$ cat src/rtl/axi_dac_jesd204_pkg.sv
// Shared types and derived-parameter helpers for the JESD204 TX transport framer.
package axi_dac_jesd204_pkg;

  typedef enum logic [1:0] {
    MODE_NORMAL = 2'd0,
    MODE_ZERO   = 2'd1,
    MODE_RAMP   = 2'd2,
    MODE_PN7    = 2'd3
  } mode_e;

  localparam logic [6:0] PN7_SEED = 7'h7F;

  // F: octets per lane per frame
  function automatic int calc_f(input int lanes, input int chans);
    return (2 * chans) / lanes;
  endfunction

  // S: samples per channel per beat
  function automatic int calc_s(input int opb, input int f);
    return opb / f;
  endfunction

  function automatic int calc_bpm(input int k, input int s);
    return k / s;
  endfunction

  function automatic int map_lane(input int g, input int f);
    return g / f;
  endfunction

  function automatic int map_pos(input int s, input int g, input int f);
    return s * f + g % f;
  endfunction

  // x^7 + x^6 + 1, output taken from bit 6 before the shift
  function automatic logic [6:0] pn7_step(input logic [6:0] st);
    return {st[5:0], st[6] ^ st[5]};
  endfunction

endpackage

$ cat src/rtl/axi_dac_jesd204_framer_if.sv
// Valid/ready beat stream used on both the DAC side and the link side of the framer.
interface axi_dac_jesd204_framer_if #(
  parameter int DW = 256
) ();
  logic [DW-1:0] data;
  logic          valid;
  logic          ready;

  modport master (output data, output valid, input ready);
  modport slave  (input data, input valid, output ready);
endinterface

$ cat src/rtl/axi_dac_jesd204_lane_map.sv
// Combinational octet remap from channel-major samples to JESD lane octets.
module axi_dac_jesd204_lane_map
  import axi_dac_jesd204_pkg::*;
#(
  parameter int NUM_LANES       = 8,
  parameter int NUM_CHANNELS    = 4,
  parameter int OCTETS_PER_BEAT = 4
) (
  input  logic [NUM_LANES*8*OCTETS_PER_BEAT-1:0] src,
  output logic [NUM_LANES*8*OCTETS_PER_BEAT-1:0] lanes
);

  localparam int F = calc_f(NUM_LANES, NUM_CHANNELS);
  localparam int S = calc_s(OCTETS_PER_BEAT, F);
  localparam int LW = 8 * OCTETS_PER_BEAT;

  // every (channel, sample, byte) lands on exactly one lane octet, so the map is a permutation
  for (genvar m = 0; m < NUM_CHANNELS; m++) begin : g_ch
    for (genvar s = 0; s < S; s++) begin : g_smp
      for (genvar b = 0; b < 2; b++) begin : g_oct
        localparam int G    = 2 * m + b;
        localparam int LANE = map_lane(G, F);
        localparam int POS  = map_pos(s, G, F);
        assign lanes[LANE*LW + POS*8 +: 8] = src[(m*S + s)*16 + (1 - b)*8 +: 8];
      end
    end
  end

endmodule

$ cat src/rtl/axi_dac_jesd204_framer.sv
// JESD204 TX transport framer: source select (stage 1), lane map (stage 2), status.
// Optional PN7 generator enabled by defining DAC_JESD_FRAMER_PN7_EN.
module axi_dac_jesd204_framer
  import axi_dac_jesd204_pkg::*;
#(
  parameter int NUM_LANES             = 8,
  parameter int NUM_CHANNELS          = 4,
  parameter int OCTETS_PER_BEAT       = 4,
  parameter int FRAMES_PER_MULTIFRAME = 32
) (
  input  logic                     tx_clk,
  input  logic                     dac_rst,
  axi_dac_jesd204_framer_if.slave  dac,
  axi_dac_jesd204_framer_if.master tx,
  input  logic [1:0]               cfg_mode,
  output logic [1:0]               cfg_mode_active,
  output logic                     status_underflow,
  output logic [15:0]              status_underflow_cnt,
  input  logic                     status_clr
);

  localparam int F   = calc_f(NUM_LANES, NUM_CHANNELS);
  localparam int S   = calc_s(OCTETS_PER_BEAT, F);
  localparam int BPM = calc_bpm(FRAMES_PER_MULTIFRAME, S);
  localparam int DW  = NUM_LANES * 8 * OCTETS_PER_BEAT;
  localparam int CW  = (BPM > 1) ? $clog2(BPM) : 1;
  localparam logic [CW-1:0] MF_LAST = CW'(BPM - 1);

  mode_e          mode_r;
  mode_e          mode_next_s;
  logic           mode_load_s;
  logic           mode_entry_s;
  logic           underflow_s;
  logic [CW-1:0]  mf_cnt_r;
  logic [15:0]    ramp_base_r;
  logic [DW-1:0]  ramp_s;
  logic [DW-1:0]  pn_s;
  logic [DW-1:0]  src_s;
  logic [DW-1:0]  src_r;
  logic [DW-1:0]  map_s;
  logic           v1_r;

  assign dac.ready       = tx.ready;
  assign cfg_mode_active = mode_r;
  assign mode_entry_s    = mode_load_s && (mode_next_s != mode_r);
  assign underflow_s     = tx.ready && !dac.valid && (mode_r == MODE_NORMAL);

  // Mode is reloaded while the link idles or on the last beat of a multiframe
  always_comb begin
    mode_load_s = 1'b0;
    mode_next_s = mode_r;
    if (!tx.ready || (mf_cnt_r == MF_LAST)) begin
      mode_load_s = 1'b1;
      mode_next_s = mode_e'(cfg_mode);
    end else begin
      mode_load_s = 1'b0;
      mode_next_s = mode_r;
    end
  end

  // Ramp samples: identical on every channel, sample s = base + s
  always_comb begin
    ramp_s = '0;
    for (int m = 0; m < NUM_CHANNELS; m++) begin
      for (int s = 0; s < S; s++) begin
        ramp_s[(m*S + s)*16 +: 16] = ramp_base_r + 16'(s);
      end
    end
  end

`ifdef DAC_JESD_FRAMER_PN7_EN
  logic [6:0] pn_r;
  logic [6:0] pn_adv_s;

  // Unroll S*16 PN7 steps; first bit of the beat is the MSB of sample 0
  always_comb begin
    logic [6:0]  st;
    logic [15:0] val;
    pn_s = '0;
    st   = pn_r;
    val  = 16'h0000;
    for (int s = 0; s < S; s++) begin
      for (int j = 0; j < 16; j++) begin
        val[15 - j] = st[6];
        st = pn7_step(st);
      end
      for (int m = 0; m < NUM_CHANNELS; m++) begin
        pn_s[(m*S + s)*16 +: 16] = val;
      end
    end
    pn_adv_s = st;
  end

  // LFSR state: reseeded on entry to PN7, advanced per consumed beat
  always_ff @(posedge tx_clk) begin
    if (dac_rst) begin
      pn_r <= PN7_SEED;
    end else if (mode_entry_s && (mode_next_s == MODE_PN7)) begin
      pn_r <= PN7_SEED;
    end else if (tx.ready && (mode_r == MODE_PN7)) begin
      pn_r <= pn_adv_s;
    end else begin
      pn_r <= pn_r;
    end
  end
`else
  assign pn_s = '0;
`endif

  // Stage 1 source select; zeros whenever the link is not consuming
  always_comb begin
    src_s = '0;
    if (tx.ready) begin
      case (mode_r)
        MODE_NORMAL: src_s = dac.valid ? dac.data : '0;
        MODE_ZERO:   src_s = '0;
        MODE_RAMP:   src_s = ramp_s;
        MODE_PN7:    src_s = pn_s;
        default:     src_s = '0;
      endcase
    end else begin
      src_s = '0;
    end
  end

  // Multiframe counter, active mode and ramp base
  always_ff @(posedge tx_clk) begin
    if (dac_rst) begin
      mode_r      <= MODE_NORMAL;
      mf_cnt_r    <= '0;
      ramp_base_r <= 16'h0000;
    end else begin
      mode_r <= mode_next_s;
      if (!tx.ready || (mf_cnt_r == MF_LAST)) begin
        mf_cnt_r <= '0;
      end else begin
        mf_cnt_r <= mf_cnt_r + 1'b1;
      end
      if (mode_entry_s && (mode_next_s == MODE_RAMP)) begin
        ramp_base_r <= 16'h0000;
      end else if (tx.ready && (mode_r == MODE_RAMP)) begin
        ramp_base_r <= ramp_base_r + 16'(S);
      end else begin
        ramp_base_r <= ramp_base_r;
      end
    end
  end

  axi_dac_jesd204_lane_map #(
    .NUM_LANES       (NUM_LANES),
    .NUM_CHANNELS    (NUM_CHANNELS),
    .OCTETS_PER_BEAT (OCTETS_PER_BEAT)
  ) u_lane_map (
    .src   (src_r),
    .lanes (map_s)
  );

  // Two-stage data pipeline: raw beat, then lane-mapped beat
  always_ff @(posedge tx_clk) begin
    if (dac_rst) begin
      src_r    <= '0;
      v1_r     <= 1'b0;
      tx.data  <= '0;
      tx.valid <= 1'b0;
    end else begin
      src_r    <= src_s;
      v1_r     <= tx.ready;
      tx.data  <= map_s;
      tx.valid <= v1_r;
    end
  end

  // Sticky underflow flag and saturating count; a clear beats a coincident underflow
  always_ff @(posedge tx_clk) begin
    if (dac_rst) begin
      status_underflow     <= 1'b0;
      status_underflow_cnt <= 16'h0000;
    end else if (status_clr) begin
      status_underflow     <= 1'b0;
      status_underflow_cnt <= 16'h0000;
    end else if (underflow_s) begin
      status_underflow     <= 1'b1;
      status_underflow_cnt <= (status_underflow_cnt == 16'hFFFF) ?
                              status_underflow_cnt : status_underflow_cnt + 16'h0001;
    end else begin
      status_underflow     <= status_underflow;
      status_underflow_cnt <= status_underflow_cnt;
    end
  end

endmodule
$ cat src/flat_wrapper.sv
// flat-port wrapper written by rule: the top's interface ports become plain ports
module axi_dac_jesd204_framer_flat import axi_dac_jesd204_pkg::*;
#(
  parameter int NUM_LANES             = 8,
  parameter int NUM_CHANNELS          = 4,
  parameter int OCTETS_PER_BEAT       = 4,
  parameter int FRAMES_PER_MULTIFRAME = 32
)
  (tx_clk, dac_rst, cfg_mode, cfg_mode_active, status_underflow, status_underflow_cnt, status_clr, dac_data, dac_valid, dac_ready, tx_data, tx_valid, tx_ready);
  axi_dac_jesd204_framer_if dac_i ();
  axi_dac_jesd204_framer_if tx_i ();
  input  logic tx_clk;
  input  logic dac_rst;
  input  logic [1:0] cfg_mode;
  output logic [1:0] cfg_mode_active;
  output logic status_underflow;
  output logic [15:0] status_underflow_cnt;
  input  logic status_clr;
  input wire logic [$bits(dac_i.data)-1:0] dac_data;
  input wire logic [$bits(dac_i.valid)-1:0] dac_valid;
  output wire logic [$bits(dac_i.ready)-1:0] dac_ready;
  output wire logic [$bits(tx_i.data)-1:0] tx_data;
  output wire logic [$bits(tx_i.valid)-1:0] tx_valid;
  input wire logic [$bits(tx_i.ready)-1:0] tx_ready;
  assign dac_i.data = dac_data;
  assign dac_i.valid = dac_valid;
  assign dac_ready = dac_i.ready;
  assign tx_data = tx_i.data;
  assign tx_valid = tx_i.valid;
  assign tx_i.ready = tx_ready;
  axi_dac_jesd204_framer #(.NUM_LANES(NUM_LANES), .NUM_CHANNELS(NUM_CHANNELS), .OCTETS_PER_BEAT(OCTETS_PER_BEAT), .FRAMES_PER_MULTIFRAME(FRAMES_PER_MULTIFRAME)) u_core (.tx_clk(tx_clk), .dac_rst(dac_rst), .dac(dac_i), .tx(tx_i), .cfg_mode(cfg_mode), .cfg_mode_active(cfg_mode_active), .status_underflow(status_underflow), .status_underflow_cnt(status_underflow_cnt), .status_clr(status_clr));
endmodule
$ cat config.mk
export PLATFORM = sky130hd
export DESIGN_NAME = axi_dac_jesd204_framer_flat
export DESIGN_NICKNAME = d
export VERILOG_FILES = /design/src/rtl/axi_dac_jesd204_pkg.sv /design/src/rtl/axi_dac_jesd204_framer_if.sv /design/src/rtl/axi_dac_jesd204_lane_map.sv /design/src/rtl/axi_dac_jesd204_framer.sv /design/src/flat_wrapper.sv
export SDC_FILE = /design/constraint.sdc
export NUM_CORES = 1
export LEC_CHECK = 0
export ABC_AREA = 1
export CORE_AREA = 2 2 209 211
export CTS_CLUSTER_DIAMETER = 50
export DETAILED_ROUTE_END_ITERATION = 10
export DIE_AREA = 0 0 211 213
export PLACE_DENSITY_LB_ADDON = 0.2
export SLEW_MARGIN = 20
export SYNTH_ARGS = -nofsm -noshare
export SYNTH_HDL_FRONTEND = slang
export SYNTH_HIERARCHICAL = 1
export SYNTH_SLANG_ARGS = --single-unit
$ cat constraint.sdc
create_clock -name tx_clk -period 1.9 [get_ports tx_clk]
set_input_delay 0.19 -clock tx_clk [delete_from_list [all_inputs] [get_ports tx_clk]]
set_output_delay 0.19 -clock tx_clk [all_outputs]
set_load 0.05 [all_outputs]
Word level (Yosys, flattened, before mapping)
Index checks and enable logic that the tools add are counted.

operators by class
  $add $sub $neg = 6
  eq/ne operators = 7
  muxes and demuxes = 4
  bitwise gates (word level) = 2
  reductions and logical operators = 15

operators by type and width
  kind                   number
  $pmux 256 s3           1
  $mux 256               1
  $add 16x1->16 const B  2
  $add 16x2->16 const B  2
  $add 16x3->16 const B  1
  $eq 16x16->1 const B   1
  $reduce_or 2->1        5
  $eq 2x2->1 const B     3
  $logic_and 1x1->1      5
  $add 3x1->3 const B    1
  $eq 3x3->1 const B     1
  $eq 2x1->1 const B     1
  $logic_not 1->1        2
  $logic_not 2->1        1
  $mux 2                 1
  $ne 2x2->1             1
  $not 1->1              2
  $reduce_and 2->1       1
  $logic_or 1x1->1       1
  $mux 1                 1

word-level totals
  register bits = 552
  output and inout bits = 277

Longest topological paths before layout
  depth in word-level cells = 7
  depth in mapped cells = 10

Hierarchy
Netlist, hierarchy kept.

modules (own cells, without submodules)
  module                    times used  cells each  area each (um^2)
  axi_dac_jesd204_framer    1           1935        16827.4
  axi_dac_jesd204_lane_map  1           256         1921.8

Worst setup path before layout
No wires, ideal clock.

  kind = register -> register
  from = register u_core.status_underflow_cnt[0]
  to = register u_core.status_underflow_cnt[1]
  setup time = 0.116 ns
  arrival time = 1.754 ns
  required time = 1.784 ns
  setup slack = 0.031 ns
  cell stages (with the launch flop) = 10
  path buffers = 1
  cells stage by stage = dfxtp_1 > ha_1 > nand2_1 > nor2_1 > nand2_1 > nor2_4 > nor2_8 > buf_6 > nor2_1 > nor2_1

between the ends
  longest elaborated chain between the ends = 3

ends and longest elaborated chain
  item                                                                   line                           text
  from (decl)                                                            axi_dac_jesd204_framer.sv:18   output logic [15:0] status_underflow_cnt,
  from (signal assigned)                                                 axi_dac_jesd204_framer.sv:183  status_underflow_cnt <= (status_underflow_cnt == 16'hFFFF) ?
  from (signal assigned)                                                 axi_dac_jesd204_framer.sv:187  status_underflow_cnt <= status_underflow_cnt;
  parallel branches: the longest is 3 deep, another holds $add 16x1->16  --

Parallel ways; which one is timed is not known.
A chain may end at the register's enable or synchronous reset.

Worst setup path after layout
  from = register u_core.status_underflow_cnt[2]
  to = output status_underflow_cnt[2]

RTL lines
  item       line                text
  to (decl)  flat_wrapper.sv:17  output logic [15:0] status_underflow_cnt;

No word-level cell between the ends.

==> qor.txt <==
Status: finished clean
Worst-margin pin slew: 0.792 ns
Post-synth cell types: 31
# H-tree levels: 2
CTS tree: yes
Critical path's slowest cell: dlygate4sd2_1
Crit path buffers/inverters: 1
I/O pin cnt: 540
Layout net count: 2,748
First-pass GRT wire length: 80.2 mm
Setup CP Type: flip-flop to primary output
Rows: 76
Maximum vdd ir drop: 0.000692 V
Synthesized Nets: 2,458
Tot Pwr: 25.0 mW
Skew final: 0.0143 ns
Crit-path cells: dlygate4sd2_1
Final TNS setup: 0 ns
Detailed Place HPWL: 39.1 mm
Final Cycle Share: 94.0%
Tmin final: 1.79 ns
Post-DP Area: 23,000 um2
Synth area leaders: dfxtp_1 (59%), buf_4 (10%), a21oi_1 (7.0%)
Total core area: 42,700 um2
Critical path required time: 1.71 ns
Min setup slack post-route: 0.114 ns
Via/cell ratio: 4.53
Synth async-reset ratio: 0%
WP data arrival: 1.60 ns
IO buf count: 539
Clock root cell: clkbuf_16
Final instance area: 24,600 um2
Detailed Route Iter0 Violations: 857
Die W: 211 um
Post-synthesis sequential area ratio: 58.7%
Worst path max stage delay: 0.57 ns
Largest net degree at the start of global routing: 155
#FFs+latches synth: 550
Via Count: 13,921
Vias in the first global route: 13,587
Setup violators final: 0
Worst Hold Class: input pin to flip-flop
Max-cap violations: 0
Average cell area after synthesis: 8.56 um2
Unrepaired setup endpoints after global routing: false
Gpl congestion: 0.872
Synth cell count leaders: dfxtp_1 (550), nand2_1 (345), nor2_1 (313), inv_1 (287), a21oi_1 (262)
All-layer global routing usage: 23.8%
Area Growth Syn to Fin: 31.4%
Power per cell area: 1020 nW/um2
Crit path max-delay family: buffers and inverters
Fmax: 0.560 GHz
CTS buffer count: 56
Mapped Area: 18,700 um2
Yosys warns: 6
Most used standard cell by instance count after synthesis: dfxtp_1
Final Hold Fails: 0
Die height: 213 um
WL final: 55.2 mm
Clock sink count: 550
Layout cells sized above 1: 7.33%
Die ar.: 44,900 um2
Pleak: 10.8 nW
Setup Fix Bufs, Post-CTS: 0
Yosys top cell area share: 58.7%
Initial Utilization: 43.9%
Largest area contributor in the netlist: dfxtp_1
Initial antenna violation count: 3
CTS clk-pin slew, worst paths: 0.06 ns
Final Util: 57.7%
CP max FO: 6
Slew HR: 47.2%
Startpoint Class: flip-flop
DRT antenna net count: 0
Number of remaining DRC errors: 0
Crit end category: primary output
Number of flops mapped to enable cells by yosys: 0
Final Max Slew Viols: 0
1st-pass router iterations: 5
Ys flop type: dfxtp_1
Cells after synthesis: 2,191
Clk_lat worst skew: 0.60 ns
Worst slack, placed: -0.0193 ns
WL per Instance: 18.0 um
Overflow after GRT: 0
Max Root-Sink Buffers: 3
[placed cells by master (no fill, tap or decap), types with 6 or more instances in the layout]
master / synthesis / routed
dfxtp_1: 550 / 550
nor2_1: 313 / 313
buf_12: 0 / 16
xor2_1: 7 / 7
a21oi_1: 262 / 262
clkinv_2: 0 / 12
clkbuf_1: 57 / 6
clkbuf_8: 0 / 14
nand4_1: 9 / 9
clkdlybuf4s50_1: 0 / 261
dlygate4sd2_1: 0 / 260
nand2_1: 345 / 345
buf_4: 258 / 52
inv_1: 287 / 287
inv_2: 10 / 9
clkbuf_16: 0 / 57
bufinv_16: 0 / 6
nand3_1: 18 / 18
[area by class of cell]
cell class / count / area, um2
fill: 3939 / 18100
sequential: 550 / 11000
timing repair buffer: 591 / 5620
multi-input combinational: 984 / 4250
clock buffer: 76 / 1630
inverter: 298 / 1130
tap: 546 / 683
clock inverter: 24 / 302
antenna: 2 / 5.00
[final timing paths]
kind | slack, ns | start | to | cells after the start
worst min-delay path | 0.14 | dac_data[129] | u_core/src_r[129] | 3
worst max-delay path | 0.11 | u_core/status_underflow_cnt[2] | status_underflow_cnt[2] | 1
worst max register to register | 0.23 | u_core/status_underflow_cnt[0] | u_core/status_underflow_cnt[5] | 7
worst min register to register | 0.40 | u_core/src_r[73] | u_core/tx.data[65] | 2
[registers in the layout, summed over array words and instances (netlist names)]
name,flops
u_core/tx.valid,1
u_core/src_r,256
u_core/status_underflow_cnt,16
u_core/tx.data,256
u_core/ramp_base_r,14
u_core/cfg_mode_active,2
u_core/status_underflow,1
u_core/mf_cnt_r,3
u_core/v1_r,1
[per-layer routing]
metal / wire length [um] / up-vias / share of wire [%] / GRT usage (%)
met5: 26 / - / 0.047 / 0
met3: 4700 / 84 / 8.5 / 7.87
met2: 26700 / 475 / 48 / 41.3
met1: 22100 / 6478 / 40 / 27.7
met4: 1550 / 4 / 2.8 / 7.80
li1: - / 6880 / - / -
[what timing repair did]
action / CTS / global route
hold endpoints to repair: 3 / 0
setup endpoints to repair: 260 / 0
resized for setup: 260 / 0
hold buffers: 1 / 0
[where the power goes]
part	internal [mW]	switching [mW]
sequential	11.8	0.0596
clock	6.81	4.58
combinational	0.801	1.02
[cells by family (layout without fill, tap and decap cells)]
logic type               after synthesis  count (layout)  share of synthesized area, %
AND/OR/NAND/NOR                      702             702                          14.7
buffers and inverters                657             989                          18.6
flip-flops                           550             550                          58.7
AO/OA/AOI/OAI                        269             269                          7.26
XOR/XNOR                               9               9                         0.420
adder cells (fa/ha/maj)                4               4                         0.267
other                                  0               2                             0
[through the flow]
stage / hold WS, ns / cells
global route: 0.123 / 3070
CTS: 0.0995 / 3069
floorplan: 0.316 / 2191
finish: 0.136 / 3071
detailed placement: 0.392 / 2968
global placement: 0.389 / 2968
[tightest hold or removal path, stage by stage]
cell and delay (ns):
clkdlybuf4s50_1 0.39, nand2_1 0.06, nor2_1 0.04
Power figures use the tool's default switching activity.
